`src/rtl/door_ctrl_pkg.sv`:
```
// Shared door sequencer definitions: state encodings, default tick constants, output flag payload.
package door_ctrl_pkg;

  localparam int unsigned WAIT_TICKS_DEF = 100;
  localparam int unsigned MOVE_TICKS_DEF = 50;
  localparam int unsigned CNT_W_DEF      = 7;

  typedef enum logic [1:0] {
    ST_CLOSED    = 2'd0,
    ST_OPENING   = 2'd1,
    ST_OPEN_WAIT = 2'd2,
    ST_CLOSING   = 2'd3
  } door_state_t;

  typedef struct packed {
    logic door_open;
    logic door_close;
    logic door_is_open;
    logic door_closed;
  } door_flags_t;

  // One-hot motor/status flags for a given door state.
  function automatic door_flags_t flags_of(input door_state_t st);
    door_flags_t f;
    f = '0;
    case (st)
      ST_CLOSED:    f.door_closed  = 1'b1;
      ST_OPENING:   f.door_open    = 1'b1;
      ST_OPEN_WAIT: f.door_is_open = 1'b1;
      ST_CLOSING:   f.door_close   = 1'b1;
    endcase
    return f;
  endfunction

endpackage

```
`src/rtl/door_tick_cnt.sv`:
```
// Door travel/dwell tick counter: sync clear, parallel load, count enable, terminal compare.
module door_tick_cnt
#(
  parameter int unsigned CNT_W = 7
)
(
  input  logic             clk,
  input  logic             rst,
  input  logic             clr,
  input  logic             load,
  input  logic             en,
  input  logic [CNT_W-1:0] load_val,
  input  logic [CNT_W-1:0] tc_val,
  output logic [CNT_W-1:0] cnt,
  output logic             tc
);

  always_ff @(posedge clk) begin
    if (rst || clr) begin
      cnt <= '0;
    end else if (load) begin
      cnt <= load_val;
    end else if (en) begin
      cnt <= cnt + CNT_W'(1);
    end
  end

  assign tc = (cnt == tc_val);

endmodule

```
`src/rtl/door_ctrl.sv`:
```
// Elevator door sequencer: open on arrival, dwell, close; buttons hold/reopen/shorten.
// Optional DOOR_OBSTRUCT_EN adds an obstruct input that reverses closing and holds the dwell.
module door_ctrl
  import door_ctrl_pkg::*;
#(
  parameter int unsigned WAIT_TICKS = WAIT_TICKS_DEF,
  parameter int unsigned MOVE_TICKS = MOVE_TICKS_DEF,
  parameter int unsigned CNT_W      = CNT_W_DEF
)
(
  input  logic             clk,
  input  logic             rst,
  input  logic             arr,
  input  logic             open_btn,
  input  logic             close_btn,
`ifdef DOOR_OBSTRUCT_EN
  input  logic             obstruct,
`endif
  output logic             door_open,
  output logic             door_close,
  output logic             door_is_open,
  output logic             door_closed,
  output logic [CNT_W-1:0] remain
);

  localparam logic [CNT_W-1:0] WAIT_LAST = CNT_W'(WAIT_TICKS - 1);
  localparam logic [CNT_W-1:0] MOVE_LAST = CNT_W'(MOVE_TICKS - 1);

  door_state_t      state;
  door_flags_t      flags;
  logic             arr_q;
  logic             arr_rise;
  logic             go_open;
  logic             open_req;
  logic             cnt_clr;
  logic             cnt_ld;
  logic             cnt_en;
  logic             tc;
  logic [CNT_W-1:0] cnt;
  logic [CNT_W-1:0] tc_val;
  logic [CNT_W-1:0] ld_val;

  assign arr_rise = arr & ~arr_q;
  assign go_open  = arr_rise | (arr & open_btn);

`ifdef DOOR_OBSTRUCT_EN
  assign open_req = open_btn | obstruct;
`else
  assign open_req = open_btn;
`endif

  // Dwell uses the wait terminal, both travel phases use the move terminal.
  assign tc_val = (state == ST_OPEN_WAIT) ? WAIT_LAST : MOVE_LAST;
  // Reversal travels back only the distance already closed.
  assign ld_val = MOVE_LAST - cnt;

  door_tick_cnt #(.CNT_W(CNT_W)) u_cnt (
    .clk      (clk),
    .rst      (rst),
    .clr      (cnt_clr),
    .load     (cnt_ld),
    .en       (cnt_en),
    .load_val (ld_val),
    .tc_val   (tc_val),
    .cnt      (cnt),
    .tc       (tc)
  );

  // Counter control, same priorities as the state transitions below.
  always_comb begin
    cnt_clr = 1'b0;
    cnt_ld  = 1'b0;
    cnt_en  = 1'b0;
    case (state)
      ST_CLOSED: cnt_clr = go_open;
      ST_OPENING: begin
        if (tc) cnt_clr = 1'b1;
        else    cnt_en  = 1'b1;
      end
      ST_OPEN_WAIT: begin
        if (open_req || close_btn || tc) cnt_clr = 1'b1;
        else                             cnt_en  = 1'b1;
      end
      ST_CLOSING: begin
        if (open_req) cnt_ld  = 1'b1;
        else if (tc)  cnt_clr = 1'b1;
        else          cnt_en  = 1'b1;
      end
    endcase
  end

  // Door FSM with flags and dwell countdown registered alongside the state.
  always_ff @(posedge clk) begin
    if (rst) begin
      state  <= ST_CLOSED;
      arr_q  <= 1'b0;
      flags  <= flags_of(ST_CLOSED);
      remain <= '0;
    end else begin
      arr_q <= arr;
      case (state)
        ST_CLOSED: begin
          if (go_open) begin
            state <= ST_OPENING;
            flags <= flags_of(ST_OPENING);
          end
        end
        ST_OPENING: begin
          if (tc) begin
            state  <= ST_OPEN_WAIT;
            flags  <= flags_of(ST_OPEN_WAIT);
            remain <= WAIT_LAST;
          end
        end
        ST_OPEN_WAIT: begin
          if (open_req) begin
            remain <= WAIT_LAST;
          end else if (close_btn || tc) begin
            state  <= ST_CLOSING;
            flags  <= flags_of(ST_CLOSING);
            remain <= '0;
          end else begin
            remain <= remain - CNT_W'(1);
          end
        end
        ST_CLOSING: begin
          if (open_req) begin
            state <= ST_OPENING;
            flags <= flags_of(ST_OPENING);
          end else if (tc) begin
            state <= ST_CLOSED;
            flags <= flags_of(ST_CLOSED);
          end
        end
      endcase
    end
  end

  assign door_open    = flags.door_open;
  assign door_close   = flags.door_close;
  assign door_is_open = flags.door_is_open;
  assign door_closed  = flags.door_closed;

endmodule
```
`config.mk`:
```
export PLATFORM = sky130hd
export DESIGN_NAME = door_ctrl
export DESIGN_NICKNAME = d
export VERILOG_FILES = /design/src/rtl/door_ctrl_pkg.sv /design/src/rtl/door_tick_cnt.sv /design/src/rtl/door_ctrl.sv
export SDC_FILE = /design/constraint.sdc
export NUM_CORES = 1
export LEC_CHECK = 0
export CAP_MARGIN = 5
export CORE_MARGIN = 1
export CORE_UTILIZATION = 50
export CTS_BUF_LIST = sky130_fd_sc_hd__clkbuf_16
export CTS_CLUSTER_DIAMETER = 120
export DETAILED_ROUTE_END_ITERATION = 8
export PLACE_DENSITY = 0.75
export SYNTH_ARGS = -nofsm -noshare
export SYNTH_HDL_FRONTEND = slang
export SYNTH_SLANG_ARGS = --single-unit
```
`constraint.sdc`:
```
create_clock -name clk -period 2.64 [get_ports clk]
set_clock_uncertainty 0.2 [all_clocks]
set_input_delay 0.264 -clock clk [delete_from_list [all_inputs] [get_ports clk]]
set_output_delay 0.264 -clock clk [all_outputs]
set_load 0.03 [all_outputs]
```
# Word level (Yosys, flattened, before mapping)
# Cells that the tools add are included.
# classes
add_sub_neg	3
eq_ne	9
mux	31
bitwise_logic	4
n_reduce_logical	9
# ops
cell	count
7-bit 2-to-1 mux	6
4-bit 2-to-1 mux	6
4-bit case mux with 4 select lines	1
7-bit case mux with 2 select lines	1
2-bit 2-to-1 mux	6
1-bit 2-to-1 mux	8
2-bit case mux with 4 select lines	1
7-bit by 1-bit adder with 7-bit output (second input constant)	1
7-bit == test	1
6-bit by 7-bit subtractor with 7-bit output (first input constant)	1
7-bit by 1-bit subtractor with 7-bit output (second input constant)	1
2-bit inequality test (second input constant)	3
5-bit AND reduction	1
2-bit == test (second input constant)	2
1-bit logical OR	4
1-bit case mux with 4 select lines	1
2-bit nonzero test	2
3-bit inequality test (second input constant)	1
1-bit case mux with 3 select lines	1
1-bit bitwise AND	2
2-bit by 1-bit == test with 1-bit output (second input constant)	1
2-bit zero test	1
2-bit by 1-bit inequality test with 1-bit output (second input constant)	1
2-bit AND reduction	1
2 further kinds	2
# totals
reg_bits	21
inputBits	5
word_cells	64

# Longest topological paths before layout
# depth
ltp_word	8
ltp_mapped	8

# Hierarchy
# A second synthesis with hierarchy kept.
# unflattened
hier_cells	168
hier_area_um2	1395.1
# modules_own_cells
mod	instances	cells_per_inst	area_per_inst_um2	seq_area_each_um2
door_ctrl	1	117	963.4	280.3
door_tick_cnt	1	51	431.7	140.1

# Worst setup path before layout
# OpenSTA, ideal clock, no wires.
# synth_timing
path_type	register to register
start	register state[0]
end	register u_cnt.cnt[4]
arrival_ps	2281
t_required_ps	2301
setup_slack_ps	20
stages_incl_launch_ff	9
period_less_slack_ps	2620
cell_sequence	dfxtp_1 > inv_1 > ha_1 > or4b_4 > a2111oi_4 > buf_6 > o2bb2ai_1 > a31oi_1 > nor3_1
# synth_between
elab_chain_cells	7
word_cells_on_any_way	19
# synth_lines
element	line	rtl
start, declared	door_ctrl.sv:29	door_state_t state;
start signal, assigned	door_ctrl.sv:95	state <= ST_CLOSED;
start signal, assigned	door_ctrl.sv:104	state <= ST_OPENING;
start signal, assigned	door_ctrl.sv:110	state <= ST_OPEN_WAIT;
2-bit == test	door_ctrl.sv:53, door_ctrl.sv:74	
7-bit 2-to-1 mux	door_ctrl.sv:53	assign tc_val = (state == ST_OPEN_WAIT) ? WAIT_LAST : MOVE_LAST;
7-bit == test	door_tick_cnt.sv:28	assign tc = (cnt == tc_val);
1-bit 2-to-1 mux / 1-bit logical OR (equally long branches)	door_ctrl.sv:77, door_ctrl.sv:86, door_ctrl.sv:81	
1-bit 2-to-1 mux (on tied branches)	door_ctrl.sv:85, door_ctrl.sv:81	
1-bit case mux with 3 select lines / 1-bit case mux with 4 select lines (equally long branches)	door_ctrl.sv:74	case (state)
2-bit nonzero test (no line) / 1-bit logical OR (equally long branches)	n/a	
end signal, assigned	door_tick_cnt.sv:22	cnt <= load_val;
end signal, assigned	door_tick_cnt.sv:24	cnt <= cnt + CNT_W'(1);
end, declared	door_tick_cnt.sv:14	output logic [CNT_W-1:0] cnt,
# Parallel ways exist; a longest one is shown, timed or not.
# A chain may end at the register's enable or synchronous reset.

# Final worst setup path
# layout_timing
start	register state[0]
end	register state[0]
# layout_between
elab_chain_cells	6
word_cells_on_any_way	14
# layout_lines
element	line	rtl
2-bit == test	door_ctrl.sv:53, door_ctrl.sv:101	
7-bit 2-to-1 mux	door_ctrl.sv:53	
7-bit == test	door_tick_cnt.sv:28	
1-bit logical OR	door_ctrl.sv:118	end else if (close_btn || tc) begin
2-bit by 1-bit inequality test with 1-bit output (no line)	n/a	
5-bit AND reduction (no line)	n/a	
# Parallel ways exist; a longest one is shown, timed or not.

==> key figures <==
Layout
  • Share of cells above drive strength 1: 12.50%
  • Area Growth Syn to Fin: 24.84%
  • Inserted Diodes: 0
  • Commonest cells after routing, fill and taps aside: dfxtp_1 (21), nor2_1 (15), clkdlybuf4s50_1 (15)
  • Nets: 215
  • Commonest non-fill, non-tap cell in the layout: dfxtp_1
  • Post-route cell area: 1723 sq um

Yosys
  • Post-synthesis cell area: 1380 sq um
  • Mapped Nets: 188
  • Syn Inst Count: 174
  • Async set-reset flop share out of synthesis: 0%
  • Post-synth EDFFs: 0
  • Area contributors post-synth: dfxtp_1 (30%), ha_1 (8.2%), nand3_1 (5.1%)
  • Most used DFF post-synth: dfxtp_1
  • Yosys warns: 0
  • #FFs+latches synth: 21
  • Cell taking the most area after synthesis: dfxtp_1
  • Unique masters post-synth: 44
  • Yosys top cell area share: 30.46%
  • Seq/Total Area, Yosys: 30.46%
  • Syn_area_per_cell: 7.931 sq um

Critical path
  • Critical Path Source Type: flip-flop
  • Worst reg2reg startpoint: state[0]
  • R2R Path End: state[0]
  • R2r worst-path depth: 7
  • WS Path Type: reg -> reg
  • R2r setup slk: 0.14 ns
  • Buf/Inv on CP: 1
  • Worst Path Max Fanout: 7
  • Critical Path AT: 2.48 ns
  • Critical Path Stages: 7
  • Crit path from: state[0]
  • Top cell family by delay on the critical path: simple AND/OR/NAND/NOR gates
  • Slowest library cell on the worst path: or4b_4
  • Worst path cell trace: inv_2 > ha_2 > or4b_4 > a2111oi_4 > o211ai_2 > or3_1 > a21oi_1
  • Worst Path Required: 2.62 ns
  • Max incr delay on CP: 0.52 ns
  • Crit path to: state[0]
  • CP endpoint kind: flip-flop

Route
  • Detail Route Antenna Nets: 0
  • Drt total wl: 3429 um
  • Drt wl/cell: 14.91 um
  • Max layer used: met4
  • Met2 WL post-DR: 1691 um
  • WL met3: 164 um
  • DR iter-0 viols: 32
  • Vias per inst: 6.126
  • First drt pass iteration count: 4
  • Wl on met1: 1504 um
  • DRC viols: 0
  • Routed via count: 1409

Pwr
  • Design Power: 1.611 mW
  • Sw Pwr: 0.6586 mW
  • Gate power share: 53.8%
  • Clock share of power: 19.2%
  • Design internal power: 0.9526 mW
  • Cell Pwr Density: 935.2 nW/um^2
  • LEAKAGE: 0.6342 nW
  • Sequential group share of total power: 27.0%
  • Sw frac: 40.88%
  • VDD IR max: 0.7251 mV

Clocking
  • Largest buffer count on any clock path: 2
  • Root buf cell: clkbuf_16
  • TritonCTS Buffers: 3
  • H-tree Lvls: 1
  • Clk slew on worst S/H paths: 0.06 ns
  • Clock latency on the worst-skew pair: 0.25 ns
  • TritonCTS clock tree: built
  • Sink Count: 21

STA
  • Max frequency: 399.5 MHz
  • Final period utilization: 94.81%
  • Slew HR: 58.14%
  • RSZ-0062 raised after global routing: true
  • Final critical-path required period: 2.503 ns
  • Final hold vios: 0
  • Max-slew violations: 0
  • TNS Setup: 0 ns
  • Final Setup Violations: 0
  • Worst slew pin tran: 0.6222 ns

Global routing
  • First-pass GRT wire length: 5409 um
  • Pin count of the biggest net entering global routing: 12
  • Vias in the first global route: 1260
  • Total global routing overflow: 0
  • Total GRT Usage: 25.07%
  • Antenna violations before repair: 0

Placed design
  • Dpl cell area: 1627 sq um
  • DP Wirelength: 2559 um
  • Buffers on Ports: 15
  • Placer Congestion: 0.8625

Floorplan
  • Core area: 2545 sq um
  • Full die area: 2974 sq um
  • Die width: 54.54 um
  • Initial core utilization: 54.23%
  • IO Count: 16
  • Die height: 54.54 um
  • Std cell rows: 18

Status
  • Status: finished, final reports clean

Job
  • Max-cap viol count: 0

Hold path
  • Hold Crit Class: reg -> reg
stage by stage:
stage	hold WS (ns)	utilization (%)	cells	worst slack (ns)
after floorplan	0.1931	-	174	0.01993
after CTS	0.2546	67.01	229	0.01811
after detailed placement	0.2486	63.91	225	0.01218
final	0.2473	67.70	230	0.1370
after global placement	0.2298	63.91	225	0.1120
after global routing	0.2755	67.70	230	-0.0003006
worst min path at each step:
stage | from | to | slack (ns) | cells after the start
2_1_floorplan | arr | arr_q | 0.19 | 2
3_3_place_gp | door_open | door_open | 0.23 | 2
3_5_place_dp | door_open | door_open | 0.25 | 2
4_1_cts | door_open | door_open | 0.25 | 2
5_1_grt | door_open | door_open | 0.28 | 2
6_report | door_open | door_open | 0.25 | 2
timing repair:
action,CTS,global route
buffers inserted,0,1
gates resized for setup,0,4
hold endpoints to repair,0,0
setup endpoints to repair,0,12
hold buffers,0,0
layer usage:
layer	up-vias	track usage, %
li1	698	-
met1	658	32.16
met4	0	9.829
met3	8	2.500
met5	-	0
met2	45	42.68
flip-flops by register name, summed over array words and instances, names as in the netlist:
name          cells
remain            7
u_cnt.cnt         7
state             2
arr_q             1
door_close        1
door_closed       1
door_is_open      1
door_open         1
synth_stat cells (2+ instances only):
master,n
o21ai_0,3
nor2b_1,5
a211oi_1,6
nor2_1,15
o32ai_1,2
inv_1,12
ha_1,9
a31oi_1,4
mux2i_1,4
or3_1,3
nor4_1,2
nand2_1,14
dfxtp_1,21
o31ai_1,3
nor3_1,13
nand2b_1,5
or3b_2,2
nand3_1,14
clkbuf_1,4
a21oi_1,9
worst min-delay path: stages (launching register included):
cell	delay, ns
dfxtp_1	0.31
inv_1	0.05
a21oi_1	0.05
power groups by stage:
| stage | Sequential, mW | Clock, mW | Combinational [mW] |
|---|---|---|---|
| 4_1_cts | 0.432 | 0.320 | 0.847 |
| 5_1_grt | 0.442 | 0.334 | 0.950 |
| 3_5_place_dp | 0.439 | 0 | 0.843 |
| 2_1_floorplan | 0.529 | 0 | 0.458 |
| 6_report | 0.435 | 0.310 | 0.867 |
| 3_3_place_gp | 0.435 | 0 | 0.816 |
kinds of logic (layout without fill, tap and decap cells):
kind of cell               count (synthesis)  in the layout  share of synthesized area [%]
and+or+nand+nor                           79             79                          29.38
DFF                                       21             21                          30.46
AOI/OAI and AO/OA                         41             41                          22.39
adders and majority gates                  9              9                          8.160
xor gates and xnor gates                   1              1                         0.6347
buffers and inverters                     19             45                          6.074
muxes                                      4              4                          2.901
cell type report:
| type | count | area (sq um) |
|---|---|---|
| multi-input cells | 134 | 882.1 |
| fillers | 217 | 822.0 |
| flip-flops and latches | 21 | 420.4 |
| repair buffers | 29 | 259.0 |
| clock buffers | 3 | 75.07 |
| inverters | 12 | 45.04 |
| well taps | 30 | 37.54 |
| clock inverters | 1 | 3.754 |
(Power assumes the default switching activity.)
